[src/rtl/pipe_ctrl_unit.sv]
// Pipelined control unit: ID decode, load-use hazard / flush logic, and the
// ID/EX, EX/MEM, MEM/WB control registers with saturating stall/flush counters.
module pipe_ctrl_unit #(
  parameter int ALUOP_W   = 3,
  parameter int RA_W      = 5,
  parameter bit HAZARD_EN = 1'b1,
  parameter int CNT_W     = 16
) (
  input  logic               clk,
  input  logic               rst_n,
  input  logic [31:0]        instr_i,
  input  logic               br_taken_i,
  output logic               stall_o,
  output logic               flush_o,
  output logic               illegal_o,
  output logic               id_jump_o,
  output logic [ALUOP_W-1:0] ex_aluop_o,
  output logic               ex_alusrc_o,
  output logic               ex_branch_o,
  output logic               ex_bne_o,
  output logic [RA_W-1:0]    ex_rs_o,
  output logic [RA_W-1:0]    ex_rt_o,
  output logic [RA_W-1:0]    ex_dest_o,
  output logic               mem_read_o,
  output logic               mem_write_o,
  output logic [RA_W-1:0]    mem_dest_o,
  output logic               wb_regwrite_o,
  output logic               wb_memtoreg_o,
  output logic [RA_W-1:0]    wb_dest_o,
  output logic [CNT_W-1:0]   stall_cnt_o,
  output logic [CNT_W-1:0]   flush_cnt_o
);

  logic [5:0]      w_opc;
  logic [RA_W-1:0] w_rs, w_rt, w_rd;
  logic            w_rw, w_mr, w_mw, w_mtr, w_alusrc, w_branch, w_bne;
  logic            w_jump, w_illegal, w_uses_rt, w_keep_fld;
  logic [2:0]      w_aluop;
  logic [RA_W-1:0] w_dest;
  logic            w_hazard, w_bubble;

  logic            r_ex_rw, r_ex_mr, r_ex_mw, r_ex_mtr;
  logic            r_mem_rw, r_mem_mtr;

  assign w_opc = instr_i[31:26];
  assign w_rs  = RA_W'(instr_i[25:21]);
  assign w_rt  = RA_W'(instr_i[20:16]);
  assign w_rd  = RA_W'(instr_i[15:11]);

  // Opcode decode; an all-zero word and unknown opcodes both yield an empty bundle.
  always_comb begin
    w_rw       = 1'b0;
    w_mr       = 1'b0;
    w_mw       = 1'b0;
    w_mtr      = 1'b0;
    w_alusrc   = 1'b0;
    w_branch   = 1'b0;
    w_bne      = 1'b0;
    w_aluop    = 3'b000;
    w_dest     = '0;
    w_jump     = 1'b0;
    w_illegal  = 1'b0;
    w_uses_rt  = 1'b0;
    w_keep_fld = 1'b0;
    if (instr_i == 32'h0000_0000) begin
      w_keep_fld = 1'b0;
    end else begin
      w_keep_fld = 1'b1;
      case (w_opc)
        6'b000000: begin
          w_rw = 1'b1; w_aluop = 3'b010; w_dest = w_rd; w_uses_rt = 1'b1;
        end
        6'b100011: begin
          w_rw = 1'b1; w_mr = 1'b1; w_mtr = 1'b1; w_alusrc = 1'b1; w_dest = w_rt;
        end
        6'b101011: begin
          w_mw = 1'b1; w_alusrc = 1'b1; w_uses_rt = 1'b1;
        end
        6'b000100: begin
          w_branch = 1'b1; w_aluop = 3'b001; w_uses_rt = 1'b1;
        end
        6'b000101: begin
          w_branch = 1'b1; w_bne = 1'b1; w_aluop = 3'b001; w_uses_rt = 1'b1;
        end
        6'b001000: begin
          w_rw = 1'b1; w_alusrc = 1'b1; w_dest = w_rt;
        end
        6'b001100: begin
          w_rw = 1'b1; w_alusrc = 1'b1; w_dest = w_rt; w_aluop = 3'b011;
        end
        6'b001101: begin
          w_rw = 1'b1; w_alusrc = 1'b1; w_dest = w_rt; w_aluop = 3'b100;
        end
        6'b001010: begin
          w_rw = 1'b1; w_alusrc = 1'b1; w_dest = w_rt; w_aluop = 3'b111;
        end
        6'b000010: begin
          w_jump = 1'b1; w_keep_fld = 1'b0;
        end
        default: begin
          w_illegal = 1'b1; w_keep_fld = 1'b0;
        end
      endcase
    end
  end

  // rt only counts as a source for instructions that actually read it
  assign w_hazard = HAZARD_EN && r_ex_mr && (ex_rt_o != '0) &&
                    ((ex_rt_o == w_rs) || (w_uses_rt && (ex_rt_o == w_rt)));
  assign stall_o   = w_hazard && !br_taken_i;
  assign flush_o   = br_taken_i || w_jump;
  assign w_bubble  = br_taken_i || w_hazard;
  assign illegal_o = w_illegal;
  assign id_jump_o = w_jump;

  // Control pipeline registers; EX/MEM and MEM/WB advance every cycle.
  always_ff @(posedge clk or negedge rst_n) begin
    if (!rst_n) begin
      ex_aluop_o <= '0; ex_alusrc_o <= 1'b0; ex_branch_o <= 1'b0; ex_bne_o <= 1'b0;
      ex_rs_o <= '0; ex_rt_o <= '0; ex_dest_o <= '0;
      r_ex_rw <= 1'b0; r_ex_mr <= 1'b0; r_ex_mw <= 1'b0; r_ex_mtr <= 1'b0;
      mem_read_o <= 1'b0; mem_write_o <= 1'b0; mem_dest_o <= '0;
      r_mem_rw <= 1'b0; r_mem_mtr <= 1'b0;
      wb_regwrite_o <= 1'b0; wb_memtoreg_o <= 1'b0; wb_dest_o <= '0;
    end else begin
      if (w_bubble) begin
        ex_aluop_o <= '0; ex_alusrc_o <= 1'b0; ex_branch_o <= 1'b0; ex_bne_o <= 1'b0;
        ex_rs_o <= '0; ex_rt_o <= '0; ex_dest_o <= '0;
        r_ex_rw <= 1'b0; r_ex_mr <= 1'b0; r_ex_mw <= 1'b0; r_ex_mtr <= 1'b0;
      end else begin
        ex_aluop_o  <= ALUOP_W'(w_aluop);
        ex_alusrc_o <= w_alusrc;
        ex_branch_o <= w_branch;
        ex_bne_o    <= w_bne;
        ex_rs_o     <= w_keep_fld ? w_rs : '0;
        ex_rt_o     <= w_keep_fld ? w_rt : '0;
        ex_dest_o   <= w_dest;
        r_ex_rw <= w_rw; r_ex_mr <= w_mr; r_ex_mw <= w_mw; r_ex_mtr <= w_mtr;
      end
      mem_read_o    <= r_ex_mr;
      mem_write_o   <= r_ex_mw;
      mem_dest_o    <= ex_dest_o;
      r_mem_rw      <= r_ex_rw;
      r_mem_mtr     <= r_ex_mtr;
      wb_regwrite_o <= r_mem_rw;
      wb_memtoreg_o <= r_mem_mtr;
      wb_dest_o     <= mem_dest_o;
    end
  end

  // Saturating performance counters.
  always_ff @(posedge clk or negedge rst_n) begin
    if (!rst_n) begin
      stall_cnt_o <= '0;
      flush_cnt_o <= '0;
    end else begin
      if (stall_o && (stall_cnt_o != '1)) stall_cnt_o <= stall_cnt_o + CNT_W'(1);
      else                                stall_cnt_o <= stall_cnt_o;
      if (flush_o && (flush_cnt_o != '1)) flush_cnt_o <= flush_cnt_o + CNT_W'(1);
      else                                flush_cnt_o <= flush_cnt_o;
    end
  end

endmodule

[config.mk]
export PLATFORM = sky130hd
export DESIGN_NAME = pipe_ctrl_unit
export DESIGN_NICKNAME = d
export VERILOG_FILES = /design/src/rtl/pipe_ctrl_unit.sv
export SDC_FILE = /design/constraint.sdc
export NUM_CORES = 1
export LEC_CHECK = 0
export CAP_MARGIN = 20
export CORE_UTILIZATION = 45
export CTS_BUF_LIST = sky130_fd_sc_hd__clkbuf_4
export CTS_CLUSTER_SIZE = 40
export DETAILED_ROUTE_END_ITERATION = 7
export GPL_TIMING_DRIVEN = 0
export PLACE_DENSITY = 0.84
export SYNTH_ARGS = -nofsm -noshare
export SYNTH_HDL_FRONTEND = slang
export SYNTH_SLANG_ARGS = --single-unit
[constraint.sdc]
create_clock -name clk -period 5 [get_ports clk]
set_input_delay 0.5 -clock clk [delete_from_list [all_inputs] [get_ports clk]]
set_output_delay 0.5 -clock clk [all_outputs]
set_load 0.05 [all_outputs]
==> qor.txt <==
================================================================================
Status                                                              finished, final reports clean
Setup slack, reg-to-reg                                                  2.84 ns
Category of the most critical setup path                                  in2out
GRT overflow                                                                   0
Initial detailed-routing violation count                                     126
Later-pin clock latency in the skew report                               0.41 ns
Most frequent CP cell                                               sky130_fd_sc_hd__clkdlybuf4s50_1
Nets                                                                         433
Most common cell after layout, fill and taps aside                  sky130_fd_sc_hd__clkdlybuf4s50_1
Initial Utilization                                                        46.5%
Final Hold Viols                                                               0
Synthesized-area fraction occupied by and/or/nand/nor cells                22.1%
Instance count of the mapped netlist                                         282
Count of state elements after synthesis                                       71
Met1 routing resource usage after global routing                           28.7%
Largest cells by area after synthesis                               sky130_fd_sc_hd__dfrtp_1, sky130_fd_sc_hd__xnor2_1, sky130_fd_sc_hd__xor2_1
Setup repair after global routing missed its margin                           no
Measured slew at the worst slew-check pin                               0.878 ns
Sinks on Clock Net                                                            71
Proportion of synthesized area in mux cells                                1.07%
Critical path capture point type                                     output port
Syn nets                                                                     319
Dominant combinational cell family by area after synthesis          simple AND/OR/NAND/NOR gates
Ratio of cells with drive above 1 in the final layout                      8.25%
Antenna violations before repair                                               0
Overall Global Routing Usage                                               21.7%
Clk pin slew, worst setup/hold paths                                     0.12 ns
Number of buffers on the longest clock path                                    2
First-pass GRT wire length                                              12200 um
Non-filler instance count after layout                                       496
Post-synthesis adder-cell area fraction                                   0.792%
Drt pass-1 iters                                                               4
Number of vias per cell                                                     5.23
Final max-slew violation count                                                 0
Post-detailed-route wirelength per cell                                  15.3 um
H-tree levels                                                                  3
Critical Path Fanout Max                                                      10
Cts hold-fix bufs                                                              0
Die Span Y                                                               85.8 um
GR Util met2                                                               34.8%
Area growth syn-to-layout                                                  41.2%
Setup repair bufs after CTS                                                    0
Reg2Reg Launch Point                                                  ex_rt_o[1]
EDFF count, synth                                                              0
Diodes inserted                                                                0
Syn Area/Cell                                                          11.2 um^2
Maximum clock frequency                                                  276 MHz
Footprint of the flip-flops and latches                             0.00178 mm^2
Startpoint Class                                                      input port
Placed Instances                                                             481
Area taken by multi-input logic gates                               0.00132 mm^2
Post-Synth XOR/XNOR Area                                                   10.3%
Most crowded layer after global routing                                     met2
PostCTS Resize Cnt                                                             0
Setup TNS                                                                   0 ns
CTS tree                                                                     yes
P_leak                                                                   1.94 nW
Worst ir drop on vdd                                                      141 uV
Minimum clock period                                                     3.63 ns
Mapped cell area                                                    0.00316 mm^2
Power density relative to cell area                                  307 mW/mm^2
Compound-cell area share of the yosys netlist                              7.41%
Slowest stage cell, crit path                                       sky130_fd_sc_hd__clkdlybuf4s50_1
Depth of the most critical reg-to-reg path                                     6
Post-DRT Antenna Nets                                                          0
Post-synth ARST share                                                       100%
Min Hold Slack                                                          0.171 ns
Routed vias                                                                 2592
Worst stage delay on the critical path                                   0.73 ns
Maximum number of pins on one net before global-route repair                  72
Share of synthesized area occupied by flip-flops and latches               56.3%
Worst slew margin relative to its limit                                    41.5%
Period utilisation layout                                                  72.6%
Required time at the endpoint of the critical path                       4.50 ns
Endpoint of the lowest-slack register-to-register path              stall_cnt_o[15]
Number of different library cells in the post-synthesis netlist               47
Core box area                                                       0.00679 mm^2
Max-Cap Viols                                                                  0
Critical Path AT                                                         3.13 ns
Total die area                                                      0.00736 mm^2
Fraction of post-synthesis cell area in the top cell type by area          56.3%
Input/output buffers                                                         103
Num rows                                                                      30
Die boundary width                                                       85.8 um
Top library cells by usage in the layout, fill and taps aside       sky130_fd_sc_hd__clkdlybuf4s50_1, sky130_fd_sc_hd__dfrtp_1, sky130_fd_sc_hd__xnor2_1, sky130_fd_sc_hd__nor2_1, sky130_fd_sc_hd__nand3_1
Post-DP HPWL                                                             5600 um
Drc violations                                                                 0
Via count of the first global-routing pass                                  2578
Met3 Use GR                                                                3.75%
Top Ports                                                                    106
Cell accounting for the most synthesized area                       sky130_fd_sc_hd__dfrtp_1
TritonCTS Buffers                                                              9
Master cell of the clock root buffer                                sky130_fd_sc_hd__clkbuf_4
Total number of yosys warnings                                                 0
CP Cell Sequence                                                    clkdlybuf4s50_1 -> clkbuf_1 -> nand3_1 -> nand2b_1 -> a21oi_1 -> nor3_1 -> clkdlybuf4s50_1
Setup skew after layout                                                0.0164 ns
Number of endpoints failing setup at the final stage                           0
Final WL                                                                 7600 um
Final GP Congestion                                                        0.836
Prevailing post-synth register cell                                 sky130_fd_sc_hd__dfrtp_1
Fill cell total of the finished layout                                       542
Hold Crit Class                                                         in2async
================================================================================
[power breakdown]
part | switching (mW) | internal, mW
Sequential | 0.0419 | 0.607
Combinational | 0.197 | 0.120
Clock | 0.207 | 0.198
Total | 0.446 | 0.925
[worst max path at each step]
stage,startpoint,to
2_1_floorplan,instr_i[31],stall_o
5_1_grt,instr_i[27],illegal_o
4_1_cts,instr_i[27],illegal_o
3_5_place_dp,instr_i[27],illegal_o
3_3_place_gp,rst_n,flush_cnt_o[6]
6_report,instr_i[27],illegal_o
[synthesized netlist by cell type (5+ instances only)]
| master | count |
|---|---|
| sky130_fd_sc_hd__nand3_1 | 20 |
| sky130_fd_sc_hd__and3_1 | 16 |
| sky130_fd_sc_hd__a22oi_1 | 5 |
| sky130_fd_sc_hd__nand4_1 | 10 |
| sky130_fd_sc_hd__xnor2_1 | 22 |
| sky130_fd_sc_hd__xor2_1 | 15 |
| sky130_fd_sc_hd__nor3_1 | 15 |
| sky130_fd_sc_hd__nand2_1 | 15 |
| sky130_fd_sc_hd__nor4_1 | 9 |
| sky130_fd_sc_hd__nor2_1 | 20 |
| sky130_fd_sc_hd__dfrtp_1 | 71 |
| sky130_fd_sc_hd__a21oi_1 | 6 |
| sky130_fd_sc_hd__inv_1 | 5 |
[flip-flops by register name, indices dropped and copies added (netlist names)]
signal / flops
flush_cnt_o: 16
stall_cnt_o: 16
ex_dest_o: 5
ex_rs_o: 5
ex_rt_o: 5
mem_dest_o: 5
wb_dest_o: 5
ex_aluop_o: 3
ex_alusrc_o: 1
ex_bne_o: 1
ex_branch_o: 1
mem_write_o: 1
r_ex_mtr: 1
r_ex_mw: 1
r_ex_rw: 1
r_mem_mtr: 1
r_mem_rw: 1
wb_memtoreg_o: 1
wb_regwrite_o: 1
[kinds of logic after synthesis]
group / count (synthesis)
simple gates: 129
flops: 71
xor+xnor: 37
compound gates: 28
buf+inv: 12
mux: 3
fa+ha+maj: 2
[final cells by class]
type                    instances  share of cell area (%)
plain buffers                   7                    1.04
clock inverters                 6                    1.94
multi-input cells             199                    29.5
inverters                       5                   0.421
well taps                      96                    2.69
flip-flops and latches         71                    39.8
clock buffers                   9                    1.51
repair buffers                103                    23.1
[stage by stage]
stage               area, um^2  util, %  power [mW]  worst slack [ns]
floorplan                 3160        -       0.844              1.97
global placement          4310     63.4       0.971              1.13
detailed placement        4310     63.4       0.977              1.44
CTS                       4460     65.7        1.38              1.44
global route              4460     65.7        1.43              1.23
finish                    4460     65.7        1.37              1.37
[per-layer routing]
metal | up-vias | part of all wire [%]
met5 | - | 0
met3 | 9 | 5.4
li1 | 1238 | -
met1 | 1245 | 44
met4 | 0 | 1.5
met2 | 100 | 49
[worst max-delay path: cells and delay by family]
kind	cells	cell delay (ns)
AO/OA/AOI/OAI	1	0.48
buffers and inverters	3	1.51
AND/OR/NAND/NOR	3	0.64
(Power assumes the default switching activity.)
